[src/rtl/knap_search_ctrl.sv]
// knap_search_ctrl
//   Brute-force knapsack search sequencer. A start latches the item table and
//   the limits, then one subset mask per clock is evaluated (0 .. 2^N_ITEMS-1).
//   The best valid subset (highest value, then lowest weight, then lowest mask)
//   is reported together with a one-cycle done pulse.
// Ports
//   clk, rst_n             clock, asynchronous active-low reset
//   start, abort           search request / cancel (abort acts in SCAN only)
//   item_values/weights    flat tables, item i at [i*VW +: VW]
//   min_value, max_weight  inclusive validity limits
//   busy, cand_mask        scan in progress / subset evaluated this cycle
//   done, found            completion pulse / a valid subset exists
//   best_mask/value/weight best valid subset and its totals
module knap_search_ctrl #(
  parameter int N_ITEMS = 5,
  parameter int VW      = 32
) (
  input  logic                  clk,
  input  logic                  rst_n,
  input  logic                  start,
  input  logic                  abort,
  input  logic [N_ITEMS*VW-1:0] item_values,
  input  logic [N_ITEMS*VW-1:0] item_weights,
  input  logic [VW-1:0]         min_value,
  input  logic [VW-1:0]         max_weight,
  output logic                  busy,
  output logic [N_ITEMS-1:0]    cand_mask,
  output logic                  done,
  output logic                  found,
  output logic [N_ITEMS-1:0]    best_mask,
  output logic [VW-1:0]         best_value,
  output logic [VW-1:0]         best_weight
);

  typedef enum logic [1:0] {IDLE, SCAN, FIN} state_t;
  state_t state;

  // latched copy of the table; inputs are not looked at again during SCAN
  logic [N_ITEMS-1:0][VW-1:0] lat_val, lat_wgt;
  logic [VW-1:0]              lat_min, lat_max;

  // per-item contribution of the current candidate
  logic [N_ITEMS-1:0][VW-1:0] sel_val, sel_wgt;

  genvar gi;
  generate
    for (gi = 0; gi < N_ITEMS; gi++) begin : g_item
      assign sel_val[gi] = cand_mask[gi] ? lat_val[gi] : '0;
      assign sel_wgt[gi] = cand_mask[gi] ? lat_wgt[gi] : '0;
    end
  endgenerate

  // totals wrap modulo 2^VW
  logic [VW-1:0] cand_val, cand_wgt;
  always_comb begin
    cand_val = '0;
    cand_wgt = '0;
    for (int i = 0; i < N_ITEMS; i++) begin
      cand_val = cand_val + sel_val[i];
      cand_wgt = cand_wgt + sel_wgt[i];
    end
  end

  logic cand_ok, cand_better, last_mask;
  assign cand_ok     = (cand_val >= lat_min) && (cand_wgt <= lat_max);
  // strict compares keep the earlier (lower) mask on a full tie
  assign cand_better = !found || (cand_val > best_value) ||
                       ((cand_val == best_value) && (cand_wgt < best_weight));
  assign last_mask   = &cand_mask;

  always_ff @(posedge clk or negedge rst_n) begin
    if (!rst_n) begin
      state       <= IDLE;
      busy        <= 1'b0;
      done        <= 1'b0;
      found       <= 1'b0;
      cand_mask   <= '0;
      best_mask   <= '0;
      best_value  <= '0;
      best_weight <= '0;
      lat_val     <= '0;
      lat_wgt     <= '0;
      lat_min     <= '0;
      lat_max     <= '0;
    end else begin
      case (state)
        IDLE: begin
          done <= 1'b0;
          if (start) begin
            lat_val     <= item_values;
            lat_wgt     <= item_weights;
            lat_min     <= min_value;
            lat_max     <= max_weight;
            found       <= 1'b0;
            best_mask   <= '0;
            best_value  <= '0;
            best_weight <= '0;
            cand_mask   <= '0;
            busy        <= 1'b1;
            state       <= SCAN;
          end
        end
        SCAN: begin
          if (abort) begin
            found       <= 1'b0;
            best_mask   <= '0;
            best_value  <= '0;
            best_weight <= '0;
            cand_mask   <= '0;
            busy        <= 1'b0;
            state       <= IDLE;
          end else begin
            if (cand_ok && cand_better) begin
              found       <= 1'b1;
              best_mask   <= cand_mask;
              best_value  <= cand_val;
              best_weight <= cand_wgt;
            end
            if (last_mask) begin
              cand_mask <= '0;
              busy      <= 1'b0;
              done      <= 1'b1;
              state     <= FIN;
            end else begin
              cand_mask <= cand_mask + 1'b1;
            end
          end
        end
        FIN: begin
          done  <= 1'b0;
          state <= IDLE;
        end
        default: begin
          done  <= 1'b0;
          busy  <= 1'b0;
          state <= IDLE;
        end
      endcase
    end
  end

endmodule

[config.mk]
export PLATFORM = sky130hd
export DESIGN_NAME = knap_search_ctrl
export DESIGN_NICKNAME = d
export VERILOG_FILES = /design/src/rtl/knap_search_ctrl.sv
export SDC_FILE = /design/constraint.sdc
export NUM_CORES = 2
export LEC_CHECK = 0
export CORE_MARGIN = 10
export CORE_UTILIZATION = 55
export CTS_CLUSTER_SIZE = 8
export DETAILED_ROUTE_END_ITERATION = 7
export HOLD_SLACK_MARGIN = 0.08
export PLACE_DENSITY = 0.91
export SLEW_MARGIN = 25
export SYNTH_ARGS = -nofsm -noshare
export SYNTH_HDL_FRONTEND = slang
export SYNTH_SLANG_ARGS = --single-unit
[constraint.sdc]
create_clock -name clk -period 9.35 [get_ports clk]
set_clock_uncertainty 0.1 [all_clocks]
set_input_delay 2.805 -clock clk [delete_from_list [all_inputs] [get_ports clk]]
set_output_delay 2.805 -clock clk [all_outputs]
set_load 0.03 [all_outputs]
==> impl_metrics.csv <==
group,metric,value,unit
outcome,outcome,"completed",
logic_synthesis,yosysWarnings,0,
setup_path,worst-r2r-cell-count,26,
setup_path,worstPathRequired,9.74,ns
power_and_ir_drop,p_switching,0.00229,W
timing,maxSlewHeadroom,26.9,%
route,drc_errors,0,
power_and_ir_drop,vdd_ir_drop_max,162,uV
logic_synthesis,syn_avg_cell_area,10.8,um^2
global_routing,antenna_found_initial,13,
route,drtAntennaViolNets,0,
worst_hold_path,hp-start,"lat_wgt[18]",
die,die_area,64300,um^2
logic_synthesis,synth_top_area_share,38.6,%
power_and_ir_drop,swShare,32.7,%
global_routing,grt_pass1_vias,24344,
logic_synthesis,syn-num-nets,3557,
clocking,clock_sinks,463,
setup_path,endpoint_kind,"register",
clocking,cts_buffers,67,
logic_synthesis,synth-seq-area-share,38.6,%
power_and_ir_drop,p_leak,17.3,nW
clocking,hold_buffers,0,
job,cap_viol_max_count,0,
logic_synthesis,synth-edff-count,0,
route,initialDrtViolationCount,2014,
die,initial_core_util,55.7,%
timing,fin_crit,8.67,ns
setup_path,cp.arrival,9.06,ns
clocking,cts_tree,"done",
logic_synthesis,synth_most_common_cell,"dfrtp_1",
setup_path,worstSetupPathType,"register to register",
timing,worst_pin_slew,1.10,ns
power_and_ir_drop,p_comb_share,31.3,%
global_routing,grt_max_degree,172,
clocking,cts_resized,0,
final_layout,drive_gt1_share,13.8,%
die,die_x,254,um
logic_synthesis,ys_seq_elements,463,
route,post_drt_wl_per_cell,23.2,um
power_and_ir_drop,p_seq_share,37.9,%
timing,finalHoldViolations,0,
logic_synthesis,yosys-top-cells-area,"dfrtp_1, fa_1, mux2_2",
power_and_ir_drop,pwr-share-clk,30.7,%
logic_synthesis,synth-main-ff-cell,"dfrtp_1",
placement,io_buffer_count,464,
power_and_ir_drop,power_density,189,nW/um^2
setup_path,r2r-start,"cand_mask[0]",
die,ios,465,
logic_synthesis,netlist_area,30000,um^2
route,via_count,22649,
clocking,root_buffer,"clkbuf_16",
logic_synthesis,ys_async_sr_fraction,100,%
die,die_y,254,um
global_routing,grt_overflow,0,
route,vias_per_cell,5.74,
setup_path,r2r_slack,0.68,ns
placement,placed_cell_area,35400,um^2
setup_path,critPathLaunchType,"register",
setup_path,critPathMaxFanout,28,
logic_synthesis,synth_cell_types,70,
timing,fin_crit_sh,92.7,%
placement,routabilityCongestion,0.943,
clocking,htreeDepth,3,
global_routing,grt_pass1_wl,141,mm
final_layout,utilization,68.9,%
logic_synthesis,syn-instance-count,2792,
timing,fmax,115,MHz
clocking,cts_buffer_depth,3,
logic_synthesis,synth_common_cells,"dfrtp_1, inv_1, mux2_2",
clocking,path_clk_slew,0.05,ns
final_layout,synthToLayoutAreaGrowth,23.8,%
setup_path,r2r-end,"best_weight[12]",
worst_hold_path,min_path_cells,1,
timing,setup_tns,0,ns
worst_hold_path,hold_class,"register to register",
power_and_ir_drop,p_int,0.00472,W
placement,dp_hpwl,69.9,mm
die,coreArea,53900,um^2
die,placementRows,85,
timing,setup_violations,0,
logic_synthesis,synth_top_area_cell,"dfrtp_1",
route,wirelength,91.6,mm
global_routing,grtUsageTotal,28.5,%
final_layout,fin_area,37200,um^2
timing,drv_slew,0,
clocking,post-cts-setup-buffer-count,0,
timing,rsz0062_at_grt,"no",
final_layout,fin_nets,4005,
worst_hold_path,worstHoldEndpoint,"lat_wgt[18]",
route,drtPass1Iterations,6,
final_layout,fillers,3683,
clocking,clkLatencyLatePin,0.60,ns
==> flip-flops by register name, summed over array words and instances, names as in the netlist <==
name         count
done             1
found            1
lat_wgt        160
best_mask        5
lat_min         32
lat_val        160
cand_mask        5
lat_max         32
best_value      32
best_weight     32
state            2
busy             1
==> how the worst max path moves through the flow <==
stage | slack, ns | endpoint | startpoint | cells after the start
global placement | 1.10 | best_mask[3] | cand_mask[0] | 27
global route | 0.24 | best_weight[4] | cand_mask[0] | 27
detailed placement | 0.87 | best_weight[11] | cand_mask[0] | 26
CTS | 0.84 | best_weight[11] | cand_mask[0] | 26
floorplan | 2.04 | best_value[20] | cand_mask[2] | 29
finish | 0.68 | best_weight[12] | cand_mask[0] | 26
==> power by group through the flow <==
stage	sequential, W	clock, W	combinational, W
global placement	0.00265	0	0.00207
detailed placement	0.00268	0	0.00215
finish	0.00266	0.00216	0.00220
floorplan	0.00261	0	0.00139
global route	0.00270	0.00227	0.00242
CTS	0.00265	0.00218	0.00218
==> metal layers <==
layer	global-route usage, %	up-vias	routed length, um
met5	0	-	72
met1	37.3	11202	38000
met3	6.64	242	7510
met4	14.0	12	4380
li1	-	10173	-
met2	43.9	1020	41600
==> metrics by stage <==
stage / hold slack (ns) / total power, W / instances / worst slack [ns]
3_3_place_gp: 0.380 / 0.00472 / 3867 / 1.10
5_1_grt: 0.412 / 0.00738 / 3947 / 0.244
3_5_place_dp: 0.388 / 0.00483 / 3867 / 0.866
6_report: 0.396 / 0.00701 / 3948 / 0.685
4_1_cts: 0.398 / 0.00702 / 3941 / 0.842
2_1_floorplan: 0.372 / 0.00399 / 2792 / 2.04
==> placed cells by master, fill, tap and decap left out, types with 5 or more instances in the layout <==
cell type / Yosys / layout
fa_1: 184 / 184
buf_4: 1 / 16
a21oi_1: 84 / 84
inv_1: 362 / 362
mux2_2: 326 / 326
and2_1: 215 / 215
xor2_1: 18 / 18
clkbuf_16: 0 / 69
o21ai_0: 108 / 108
o31ai_1: 7 / 7
o21bai_1: 11 / 11
diode_2: 0 / 7
xnor2_1: 39 / 39
a31oi_1: 5 / 5
a211oi_1: 14 / 14
o211ai_1: 6 / 6
o2111ai_1: 7 / 7
mux2i_1: 49 / 49
nor2_1: 64 / 63
dfrtp_1: 463 / 458
nor3_1: 16 / 16
o21a_1: 13 / 13
ha_1: 193 / 193
a22o_1: 15 / 15
nor2b_1: 10 / 10
nand2b_1: 11 / 11
and3_1: 11 / 11
o31a_1: 5 / 5
buf_12: 0 / 6
and4_1: 11 / 11
nand4_1: 23 / 23
nor4_1: 11 / 11
a21o_1: 48 / 48
clkdlybuf4s50_1: 0 / 463
nand2_1: 265 / 265
nand3_1: 28 / 28
==> cells by family (layout without fill, tap and decap cells) <==
logic type                 Yosys count  after routing  synth area share [%]
adders and majority gates          377            377                  20.3
AOI/OAI and AO/OA                  362            362                  8.02
and+or+nand+nor                    689            689                  11.7
buffers and inverters              469            922                  5.90
muxes                              375            375                  13.9
xor gates and xnor gates            57             57                  1.66
other                                0              7                     0
DFF                                463            463                  38.6
==> area by class of cell <==
class | instances | area, um^2 | area share [%]
clock buffers | 72 | 1740 | 4.68
inverters | 362 | 1360 | 3.66
repair buffers | 486 | 4890 | 13.2
well taps | 696 | 871 | 2.34
flip-flops and latches | 463 | 11600 | 31.2
diodes | 7 | 17.5 | 0.0471
clock inverters | 2 | 17.5 | 0.0471
multi-input cells | 1860 | 16700 | 44.9
==> critical path: stages, from the launching register on <==
cell and delay (ns):
dfrtp_2 0.80, buf_4 0.44, nand2_1 0.13, fa_1 0.48, fa_1 0.51, fa_1 0.49
inv_1 0.07, ha_1 0.19, inv_1 0.07, fa_1 0.40, nor2b_1 0.16, o31a_1 0.21
a21oi_1 0.11, o21ai_0 0.37, a21o_1 0.26, o31a_1 0.15, xor2_1 0.40, ha_1 0.35
a21oi_1 0.16, o21ai_0 0.16, a2111oi_0 0.46, nor4b_1 0.49, a2111o_1 0.27, a31oi_2 0.22
nor2_4 0.56, buf_12 0.28, mux2i_1 0.24
Power figures use the tool's default switching activity.
